$ cat src/rtl/sym_counter_pkg.sv
`default_nettype none
// ============================================================================
// Package     : sym_counter_pkg
// Description : Shared widths, FSM state encoding and helpers for the
//               SymCounter game-flow controller.
// Revision    : 1.0 - initial release
// ============================================================================
package sym_counter_pkg;

  // Datapath widths
  localparam int LEVEL_W = 4;
  localparam int SECS_W  = 4;
  localparam int LIVES_W = 2;

  // Explicit state encoding, kept stable so debug probes can decode it
  localparam logic [2:0] ST_IDLE    = 3'd0;
  localparam logic [2:0] ST_ARM     = 3'd1;
  localparam logic [2:0] ST_COUNT   = 3'd2;
  localparam logic [2:0] ST_PLAY    = 3'd3;
  localparam logic [2:0] ST_ADVANCE = 3'd4;
  localparam logic [2:0] ST_FAIL    = 3'd5;
  localparam logic [2:0] ST_DONE    = 3'd6;

  typedef enum logic [2:0] {
    S_IDLE    = ST_IDLE,
    S_ARM     = ST_ARM,
    S_COUNT   = ST_COUNT,
    S_PLAY    = ST_PLAY,
    S_ADVANCE = ST_ADVANCE,
    S_FAIL    = ST_FAIL,
    S_DONE    = ST_DONE
  } state_e;

  // Elaboration-time range check used on the configuration parameters
  function automatic logic in_range(input int value, input int lo, input int hi);
    return (value >= lo) && (value <= hi);
  endfunction

endpackage
`default_nettype wire

$ cat src/rtl/play_window_timer.sv
`default_nettype none
// ============================================================================
// Module      : play_window_timer
// Description : Loadable seconds down-counter for the answer window. Counts
//               down on each enabled tick, freezes when the enable is low,
//               and flags the tick that takes the count from 1 to 0.
// Revision    : 1.0 - initial release
// ============================================================================
module play_window_timer
  import sym_counter_pkg::*;
(
  input  logic              clk_i,
  input  logic              rst_ni,
  input  logic              load_i,
  input  logic [SECS_W-1:0] load_val_i,
  input  logic              en_i,
  output logic [SECS_W-1:0] secs_o,
  output logic              expire_o
);

  logic [SECS_W-1:0] secs_q;
  logic [SECS_W-1:0] secs_d;

  // Next count: a load wins over the enable, and the count never wraps below zero
  always_comb begin
    secs_d = secs_q;
    if (load_i) begin
      secs_d = load_val_i;
    end else if (en_i && (secs_q != '0)) begin
      secs_d = secs_q - SECS_W'(1);
    end
  end

  // Count register, cleared by the asynchronous reset
  always_ff @(posedge clk_i or negedge rst_ni) begin
    if (!rst_ni) begin
      secs_q <= '0;
    end else begin
      secs_q <= secs_d;
    end
  end

  assign secs_o = secs_q;

  // Combinational so the sequencer can leave the window on the same edge
  // that the count reaches zero
  assign expire_o = en_i && !load_i && (secs_q == SECS_W'(1));

endmodule
`default_nettype wire

$ cat src/rtl/level_sequencer.sv
`default_nettype none
// ============================================================================
// Module      : level_sequencer
// Description : Game-flow controller for the SymCounter datapath. Starts the
//               countdown timer, opens a timed answer window, judges the
//               answer and advances the level until the game is won or lost.
//               Optional feature macro: LEVEL_SEQ_LIVES_EN (multiple lives
//               with retry of the current level on a failed round).
// Revision    : 1.0 - initial release
// ============================================================================
module level_sequencer
  import sym_counter_pkg::*;
#(
  parameter int MAX_LEVEL = 9,
  parameter int PLAY_SECS = 10,
  parameter int LIVES     = 3
) (
  input  logic               Clk100M,
  input  logic               rstN,
  input  logic               tick1Hz,
  input  logic               startBtn,
  input  logic               timerDone,
  input  logic               answerValid,
  input  logic               answerCorrect,
  output logic               timerStart,
  output logic [LEVEL_W-1:0] curLevel,
  output logic               playActive,
  output logic [SECS_W-1:0]  secsLeft,
  output logic [LIVES_W-1:0] livesLeft,
  output logic               gameWon,
  output logic               gameOver
);

  // Reject configurations outside the supported ranges at elaboration
  if (!in_range(MAX_LEVEL, 1, 15) || !in_range(PLAY_SECS, 1, 15) ||
      !in_range(LIVES, 1, 3)) begin : g_bad_params
    $error("level_sequencer: MAX_LEVEL/PLAY_SECS/LIVES out of range");
  end

  localparam logic [LEVEL_W-1:0] MAX_LEVEL_C  = LEVEL_W'(MAX_LEVEL);
  localparam logic [SECS_W-1:0]  PLAY_SECS_C  = SECS_W'(PLAY_SECS);
  localparam logic [LEVEL_W-1:0] FIRST_LEVEL  = LEVEL_W'(1);

`ifdef LEVEL_SEQ_LIVES_EN
  localparam logic [LIVES_W-1:0] LIVES_INIT   = LIVES_W'(LIVES);
`else
  localparam logic [LIVES_W-1:0] LIVES_INIT   = LIVES_W'(1);
`endif

  state_e             state_q;
  logic [LEVEL_W-1:0] level_q;
  logic               timer_start_q;
  logic               play_active_q;
  logic               game_won_q;
  logic               game_over_q;
`ifdef LEVEL_SEQ_LIVES_EN
  logic [LIVES_W-1:0] lives_q;
`endif

  logic               timer_load;
  logic               timer_en;
  logic               timer_expire;
  logic [SECS_W-1:0]  secs_left;

  // The window loads on the edge that enters PLAY; an answer in the same
  // cycle as a tick takes priority, so the tick is suppressed
  assign timer_load = (state_q == S_COUNT) && timerDone;
  assign timer_en   = (state_q == S_PLAY) && tick1Hz && !answerValid;

  play_window_timer u_play_window_timer (
    .clk_i      (Clk100M),
    .rst_ni     (rstN),
    .load_i     (timer_load),
    .load_val_i (PLAY_SECS_C),
    .en_i       (timer_en),
    .secs_o     (secs_left),
    .expire_o   (timer_expire)
  );

  // Game-flow FSM with level counter, lives counter and registered flags
  always_ff @(posedge Clk100M or negedge rstN) begin
    if (!rstN) begin
      state_q       <= S_IDLE;
      level_q       <= FIRST_LEVEL;
      timer_start_q <= 1'b0;
      play_active_q <= 1'b0;
      game_won_q    <= 1'b0;
      game_over_q   <= 1'b0;
`ifdef LEVEL_SEQ_LIVES_EN
      lives_q       <= LIVES_INIT;
`endif
    end else begin
      // timerStart is a single-cycle pulse: only the edge entering ARM sets it
      timer_start_q <= 1'b0;

      case (state_q)
        S_IDLE, S_DONE: begin
          if (startBtn) begin
            level_q       <= FIRST_LEVEL;
            game_won_q    <= 1'b0;
            game_over_q   <= 1'b0;
            timer_start_q <= 1'b1;
`ifdef LEVEL_SEQ_LIVES_EN
            lives_q       <= LIVES_INIT;
`endif
            state_q       <= S_ARM;
          end
        end

        S_ARM: begin
          state_q <= S_COUNT;
        end

        S_COUNT: begin
          if (timerDone) begin
            play_active_q <= 1'b1;
            state_q       <= S_PLAY;
          end
        end

        S_PLAY: begin
          if (answerValid) begin
            play_active_q <= 1'b0;
            state_q       <= answerCorrect ? S_ADVANCE : S_FAIL;
          end else if (timer_expire) begin
            play_active_q <= 1'b0;
            state_q       <= S_FAIL;
          end
        end

        S_ADVANCE: begin
          // The compare guards the increment, so the level never wraps
          if (level_q == MAX_LEVEL_C) begin
            game_won_q <= 1'b1;
            state_q    <= S_DONE;
          end else begin
            level_q       <= level_q + LEVEL_W'(1);
            timer_start_q <= 1'b1;
            state_q       <= S_ARM;
          end
        end

        S_FAIL: begin
`ifdef LEVEL_SEQ_LIVES_EN
          if (lives_q <= LIVES_W'(1)) begin
            lives_q     <= '0;
            game_over_q <= 1'b1;
            state_q     <= S_DONE;
          end else begin
            // Retry the same level with one life fewer
            lives_q       <= lives_q - LIVES_W'(1);
            timer_start_q <= 1'b1;
            state_q       <= S_ARM;
          end
`else
          game_over_q <= 1'b1;
          state_q     <= S_DONE;
`endif
        end

        default: begin
          state_q <= S_IDLE;
        end
      endcase
    end
  end

  assign timerStart = timer_start_q;
  assign curLevel   = level_q;
  assign playActive = play_active_q;
  assign secsLeft   = secs_left;
  assign gameWon    = game_won_q;
  assign gameOver   = game_over_q;
`ifdef LEVEL_SEQ_LIVES_EN
  assign livesLeft  = lives_q;
`else
  assign livesLeft  = LIVES_INIT;
`endif

endmodule
`default_nettype wire
$ cat config.mk
export PLATFORM = sky130hd
export DESIGN_NAME = level_sequencer
export DESIGN_NICKNAME = d
export VERILOG_FILES = /design/src/rtl/sym_counter_pkg.sv /design/src/rtl/play_window_timer.sv /design/src/rtl/level_sequencer.sv
export SDC_FILE = /design/constraint.sdc
export NUM_CORES = 1
export LEC_CHECK = 0
export BUFFER_PORTS_ARGS = -buffer_cell sky130_fd_sc_hd__buf_2
export CAP_MARGIN = 20
export CELL_PAD_IN_SITES_DETAIL_PLACEMENT = 1
export CELL_PAD_IN_SITES_GLOBAL_PLACEMENT = 2
export CORE_ASPECT_RATIO = 0.5
export CORE_MARGIN = 3
export CORE_UTILIZATION = 34
export DETAILED_ROUTE_END_ITERATION = 16
export PLACE_DENSITY_LB_ADDON = 0.1
export RECOVER_POWER = 50
export REMOVE_ABC_BUFFERS = 1
export SETUP_SLACK_MARGIN = 0.5
export SLEW_MARGIN = 5
export SYNTH_ARGS = -nofsm -noshare
export SYNTH_HDL_FRONTEND = slang
export SYNTH_SLANG_ARGS = --single-unit
export TNS_END_PERCENT = 20
$ cat constraint.sdc
create_clock -name Clk100M -period 4.4 [get_ports Clk100M]
set_input_delay 0.22 -clock Clk100M [delete_from_list [all_inputs] [get_ports Clk100M]]
set_output_delay 0.22 -clock Clk100M [all_outputs]
set_load 0.05 [all_outputs]
==> results of run 1 <==
-- cell usage after synthesis --
master     instances  share of area, %
a2111o_1           1               1.2
a211oi_1           1              0.80
a21o_1             1              0.80
a21oi_1            6               3.2
a22o_1             1              0.94
a32oi_1            1              0.94
and3_1             1              0.67
and3b_1            1              0.94
and4bb_2           1               1.3
buf_2              1              0.53
buf_4              2               1.6
buf_6              2               2.4
clkbuf_1           1              0.40
conb_1             2              0.80
dfrtp_1           14                37
dfstp_2            1               2.8
ha_1               4               5.4
inv_1              9               3.6
mux2_2             1               1.2
mux2i_1            4               4.3
nand2_1            3               1.2
nand2b_1           2               1.3
nand2b_4           1               1.5
nand3_1            3               1.6
nand3b_1           1              0.80
nand4bb_1          1               1.2
nor2_1             7               2.8
nor2b_1            4               2.7
nor3_1             2               1.1
nor3b_1            2               1.6
nor4_1             1              0.67
nor4bb_1           2               2.1
o211ai_1           2               1.6
o21ai_0            1              0.53
o21ai_1            1              0.53
o22ai_1            1              0.67
o2bb2ai_1          2               1.9
o311ai_1           1              0.94
o31ai_1            1              0.80
or3_1              1              0.67
or4_1              3               2.4
-- cell families (layout without fill, tap and decap cells) --
logic type | count (synthesis) | in the layout | share of synthesized area, %
AO/OA/AOI/OAI | 20 | 20 | 14.9
multiplexers | 5 | 5 | 5.49
buffers and inverters | 15 | 32 | 8.57
adder cells (fa/ha/maj) | 4 | 4 | 5.35
flip-flops | 15 | 15 | 40.3
AND/OR/NAND/NOR | 36 | 36 | 24.6
other | 2 | 2 | 0.804
-- state kept, by name, indices dropped and copies added, names as in the netlist --
signal,flops
timerStart,1
curLevel,4
playActive,1
gameOver,1
gameWon,1
u_play_window_timer.secs_o,4
state_q,3
-- worst max-delay path by stage --
stage | end | slack [ns] | cells after the start
6_report | u_play_window_timer.secs_o[0]$_DFFE_PN0P_ | 2.61 | 3
5_1_grt | u_play_window_timer.secs_o[0]$_DFFE_PN0P_ | 2.44 | 3
4_1_cts | u_play_window_timer.secs_o[0]$_DFFE_PN0P_ | 2.59 | 3
3_5_place_dp | u_play_window_timer.secs_o[0]$_DFFE_PN0P_ | 2.58 | 3
3_3_place_gp | u_play_window_timer.secs_o[0]$_DFFE_PN0P_ | 2.67 | 3
2_1_floorplan | u_play_window_timer.secs_o[0]$_DFFE_PN0P_ | 2.53 | 5
-- power by group through the flow --
stage	sequential, W	combinational (W)	clock [W]
2_1_floorplan	0.000379	0.000178	0
3_3_place_gp	0.000269	0.000373	0
3_5_place_dp	0.000276	0.000385	0
4_1_cts	0.000273	0.000387	0.000118
5_1_grt	0.000287	0.000414	0.000126
6_report	0.000273	0.000375	0.000115
-- metal layers --
layer | global-route usage, % | vias to the layer above
met2 | 23.0 | 15
met1 | 18.2 | 373
li1 | - | 379
met3 | 5.72 | 0
met5 | 0 | -
met4 | 1.01 | 0
-- worst max-delay path, stage by stage (launching register included) --
cell and delay [ns]:
dfrtp_1 0.65, nand4bb_1 0.28, nor3_1 0.38, mux2_2 0.38
-- cell type report --
| cell class | instances | area, um2 |
|---|---|---|
| fillers | 293 | 1330 |
| multi-input cells | 67 | 478 |
| inverters | 9 | 33.8 |
| repair buffers | 19 | 91.3 |
| flip-flops and latches | 15 | 377 |
| clock buffers | 4 | 45.0 |
| well taps | 35 | 43.8 |
-- stage by stage --
stage | hold slack, ns | worst slack [ns] | area, um2
after global placement | 0.148 | 2.67 | 1020
after CTS | 0.313 | 2.59 | 1080
after floorplan | -0.0756 | 2.53 | 888
after detailed placement | 0.157 | 2.58 | 1020
after global routing | 0.363 | 2.44 | 1070
final | 0.311 | 2.61 | 1070
==> run summary, run 1 <==
Gate power share: 49.2%
RR Endpoint: u_play_window_timer.secs_o[0]$_DFFE_PN0P_
R2R cell count: 3
Worst-path clk slew: 0.06 ns
Final Core Density: 44.5%
Seq pwr share: 35.7%
Mapped Cells: 97
Pre-Repair DR Iteration Count: 3
Peak Freq: 559 MHz
H-tree depth: 1
Switch Pwr: 0.000383 W
final wirelength: 2.16 mm
Pwr per Cell Area: 714 mW/mm2
# nets final: 126
setup TNS: 0 ns
P_leak: 0.478 nW
outcome: finished, final reports clean
placed instance count: 144
Post-Layout Cell Count: 149
largest net degree at the start of global routing: 18
CTS tree: yes
Synth Area per Inst: 9.64 um2
Routed Antenna Nets: 0
Die Ht: 43.1 um
FF-to-FF Start: state_q[0]$_DFFE_PN0P_
Netlist Area Pre-Place: 935 um2
vias in the first global route: 790
Hold-fix buffers, CTS: 1
met3 WL: 124 um
Core ar.: 0.00240 mm2
# IOs: 21
remaining global-route overflow: 0
Layout area overhead: 14.3%
num rows: 12
Period minus WS final: 1.79 ns
die area: 0.00345 mm2
endpoints failing setup: 0
HPWL Detailed: 1.63 mm
CTS Buf Count: 3
cts repair resizes: 0
sequential-to-total area share from yosys stat: 40.3%
insertion delay to the later sink of the worst-skew pair: 0.25 ns
hold path endpoint: gameOver$_DFFE_PN0P_
RSZ-0062 raised after global routing: false
DR top layer: met3
cell internal pwr: 0.000380 W
final period utilization: 40.6%
Crit Path Class: reg2reg
WL met2: 981 um
Root Driver: clkbuf_8
synth warn: 0
clock share of power: 15.1%
Routed WL per cell: 14.5 um
post-synthesis cell type count: 41
hold path depth: 3
slew margin rel.: 41.2%
Metal-1 WL: 1.06 mm
Final Hold Violating Endpoints: 0
CP Max Fanout: 17
VDD IR max: 0.230 mV
commonest cells after routing, fill and taps aside: dfrtp_1, buf_2, inv_1
post-DR vias/cell: 5.15
die width: 80.1 um
R2R Setup Slk: 2.61 ns
Setup Skew: 0.00312 ns
initial core utilization: 38.9%
DRT iter0 DRCs: 32
Overall Global Routing Usage: 14.1%
Post-CTS Repair Setup Buffers: 0
min-delay worst type: in2reg
CP Launch Type: flop
# diodes: 0
clock net sink count: 15
WP data required: 4.53 ns
vias post-DR: 767
global-route wire length before repair: 3.71 mm
global placement routability congestion: 0.798
switching share of power: 50.2%
Final Max Slew Viols: 0
worst-margin pin slew: 0.882 ns
worst setup path startpoint: state_q[0]$_DFFE_PN0P_
CP Capture Type: flop
Seq cells post-synth: 15
crit path DAT: 1.92 ns
HP Start: startBtn
share of layout cells above drive strength 1: 15.8%
initial antenna violation count: 0
Residual DRC: 0
post-layout power: 0.000763 W
Clock Path Buffers: 2
Max-Cap Viols: 0
PortBufs: 18
most common cell after layout, fill and taps aside: dfrtp_1
Note: power is estimated with default switching activity, not from simulation.
==> run 2: changes to the inputs <==
--- a/config.mk
+++ b/config.mk
@@ -5,13 +5,14 @@
 export SDC_FILE = /design/constraint.sdc
 export NUM_CORES = 1
 export LEC_CHECK = 0
+export ABC_AREA = 1
 export BUFFER_PORTS_ARGS = -buffer_cell sky130_fd_sc_hd__buf_2
 export CAP_MARGIN = 20
 export CELL_PAD_IN_SITES_DETAIL_PLACEMENT = 1
 export CELL_PAD_IN_SITES_GLOBAL_PLACEMENT = 2
 export CORE_ASPECT_RATIO = 0.5
 export CORE_MARGIN = 3
-export CORE_UTILIZATION = 34
+export CORE_UTILIZATION = 28
 export DETAILED_ROUTE_END_ITERATION = 16
 export PLACE_DENSITY_LB_ADDON = 0.1
 export RECOVER_POWER = 50
==> constraint.sdc (replaced) <==
create_clock -name Clk100M -period 1.7 [get_ports Clk100M]
set_input_delay 0.085 -clock Clk100M [delete_from_list [all_inputs] [get_ports Clk100M]]
set_output_delay 0.085 -clock Clk100M [all_outputs]
set_load 0.05 [all_outputs]
==> run summary, run 2 <==
global placement routability congestion: 0.774 (-3.0%)
crit path DAT: 1.19 ns (-0.73 ns)
clock net sink count: 15 (unchanged)
ranking of synthesized cells by area: dfrtp_1, nand2_1, nand3_1
slew margin rel.: 39.2% (-2.0 points)
min-delay worst type: in2reg
commonest cells after routing, fill and taps aside: nand2_1, nand3_1, buf_4
Routed WL per cell: 13.7 um (-5.9%)
Final Hold Violating Endpoints: 0 (unchanged)
worst path cell trace: buf_4 > clkbuf_1
share of layout cells above drive strength 1: 43.6% (+28 points)
# nets final: 177 (+40%)
Post-synth ARST share: 100% (unchanged)
CP Launch Type: flop
synth cell count leaders: nand2_1, nand3_1, inv_1
Die Ht: 46.7 um (+8.4%)
Max-Cap Viols: 0 (unchanged)
Top FF cell, synth: dfrtp_1
WP data required: 1.62 ns (-2.91 ns)
Mapped Cells: 129 (+33%)
post-DR vias/cell: 4.64 (-9.9%)
DRT iter0 DRCs: 36 (+13%)
Synth Area per Inst: 7.19 um2 (-25%)
PortBufs: 18 (unchanged)
dpl cell area: 0.00105 mm2 (+2.9%)
outcome: finished, final reports clean
# diodes: 0 (unchanged)
Layout area overhead: 47.8%
most common cell after layout, fill and taps aside: nand2_1
initial core utilization: 30.1% (-8.8 points)
RSZ-0062 raised after global routing: true
Max stage delay on crit path: 0.46 ns (-0.19 ns)
final wirelength: 2.80 mm (+30%)
final period utilization: 75.0%
post-synthesis cell type count: 19 (-54%)
die width: 87.4 um (+9.0%)
Clock Path Buffers: 2 (unchanged)
EDFF count, synth: 0 (unchanged)
die area: 0.00408 mm2 (+18%)
HPWL Detailed: 1.79 mm (+9.8%)
FILL cells: 394 (+34%)
sequential-to-total area share from yosys stat: 40.6% (+0.33 points)
Buf/Inv on CP: 2 (+2)
Netlist Area Pre-Place: 927 um2 (-0.80%)
Pre-Repair DR Iteration Count: 2 (-1)
largest net degree at the start of global routing: 16 (-2)
vias post-DR: 951 (+24%)
endpoints failing setup: 0 (unchanged)
Final Core Density: 44.4% (about the same)
slowest CP cell: clkbuf_1
Final Max Slew Viols: 0 (unchanged)
synth warn: 0 (unchanged)
Seq cells post-synth: 15 (unchanged)
CTS tree: yes
Root Driver: clkbuf_8
post-route cell area: 0.00137 mm2 (+28%)
Overall Global Routing Usage: 15.6% (+1.6 points)
Synth top area share: 37.8% (+0.30 points)
Crit Path Class: reg2out
H-tree depth: 1 (unchanged)
Residual DRC: 0 (unchanged)
Routed Antenna Nets: 0 (unchanged)
area leader, netlist: dfrtp_1
remaining global-route overflow: 0 (unchanged)
worst-margin pin slew: 0.912 ns (+0.0298 ns)
Setup Skew: 0.00516 ns (+0.00204 ns)
vias in the first global route: 970 (+23%)
Peak Freq: 784 MHz
Pwr per Cell Area: 1840 mW/mm2 (+160%)
initial antenna violation count: 0 (unchanged)
CTS Buf Count: 3 (unchanged)
global-route wire length before repair: 4.69 mm (+27%)
crit-path leading delay family: buffers and inverters
CP Capture Type: output pin
Core ar.: 0.00308 mm2 (+28%)
Worst-path clk slew: 0.07 ns (about the same)
insertion delay to the later sink of the worst-skew pair: 0.25 ns (about the same)
CP Max Fanout: 2 (-15)
P_leak: 0.733 nW (+53%)
num rows: 14 (+2)
most common cell in the netlist: nand2_1
# IOs: 21 (unchanged)
Period minus WS final: 1.28 ns
setup TNS: 0 ns (unchanged)
VDD IR max: 0.793 mV (+250%)
==> run 2: per-stage QoR <==
step	hold slack [ns]	cells	setup slack [ns]	total power, W
3_5_place_dp	0.0301	185	0.299	0.00179
3_3_place_gp	0.0291	185	0.287	0.00179
4_1_cts	0.148	204	0.450	0.00245
6_report	0.146	205	0.425	0.00252
2_1_floorplan	-0.211	127	0.108	0.00151
5_1_grt	0.170	205	0.357	0.00274
==> run 2: cells by family (layout without fill, tap and decap cells) <==
kind of cell             Yosys count  in the layout  synth area share (%)
XOR/XNOR                           3              3                  2.83
other                              2              2                 0.810
buffers and inverters             24             60                  10.5
AO/OA/AOI/OAI                      5              5                  3.10
AND/OR/NAND/NOR                   76             76                  36.7
flip-flops                        15             15                  40.6
adder cells (fa/ha/maj)            4              4                  5.40
==> run 2: metal layers <==
metal	global-route usage, %	part of all wire, %	up-vias	wire, um
met5	0	0	-	0
met4	2.75	0.14	0	4
met3	4.82	4.7	2	131
met2	29.5	54	17	1510
met1	18.0	41	464	1150
li1	-	-	468	-
==> run 2: power breakdown <==
part	switching [W]	internal, W
sequential	0.000160	0.000504
clock	0.000140	0.000163
combinational	0.00101	0.000542
==> run 2: final timing paths <==
| path | slack, ns | endpoint | start | cells after the start |
|---|---|---|---|---|
| max | 0.42 | secsLeft[1] | u_play_window_timer.secs_o[1]$_DFFE_PN0P_ | 2 |
| min | 0.15 | state_q[0]$_DFFE_PN0P_ | answerValid | 4 |
| max reg2reg | 0.44 | curLevel[2]$_DFFE_PN0P_ | curLevel[0]$_DFFE_PN1P_ | 5 |
| min reg2reg | 0.49 | gameOver$_DFFE_PN0P_ | gameOver$_DFFE_PN0P_ | 2 |
| max in group asynchronous | 0.60 | state_q[2]$_DFFE_PN0P_ | rstN | 2 |
| min in group asynchronous | 0.48 | curLevel[1]$_DFFE_PN0P_ | rstN | 2 |
==> run 2: worst min-delay path, delay by kind of cell <==
family	cells	cell delay [ns]
and+or+nand+nor	1	0.06
buffers and inverters	2	0.14
AOI/OAI and AO/OA	1	0.09
==> run 2: layout make-up <==
type	instances	area (um2)	area share (%)
Clock inverter	1	5.00	0.365
Multi-Input combinational cell	90	598	43.7
Clock buffer	3	41.3	3.01
Timing Repair Buffer	34	210	15.3
Tap cell	40	50.0	3.65
Inverter	22	85.1	6.21
Sequential cell	15	380	27.8
==> run 2: repair_timing <==
item / CTS / global route
pin swaps: 10 / 7
setup buffers: 14 / 1
resized for setup: 34 / 11
setup endpoints to repair: 15 / 17
hold buffers: 1 / 0
hold endpoints to repair: 14 / 0
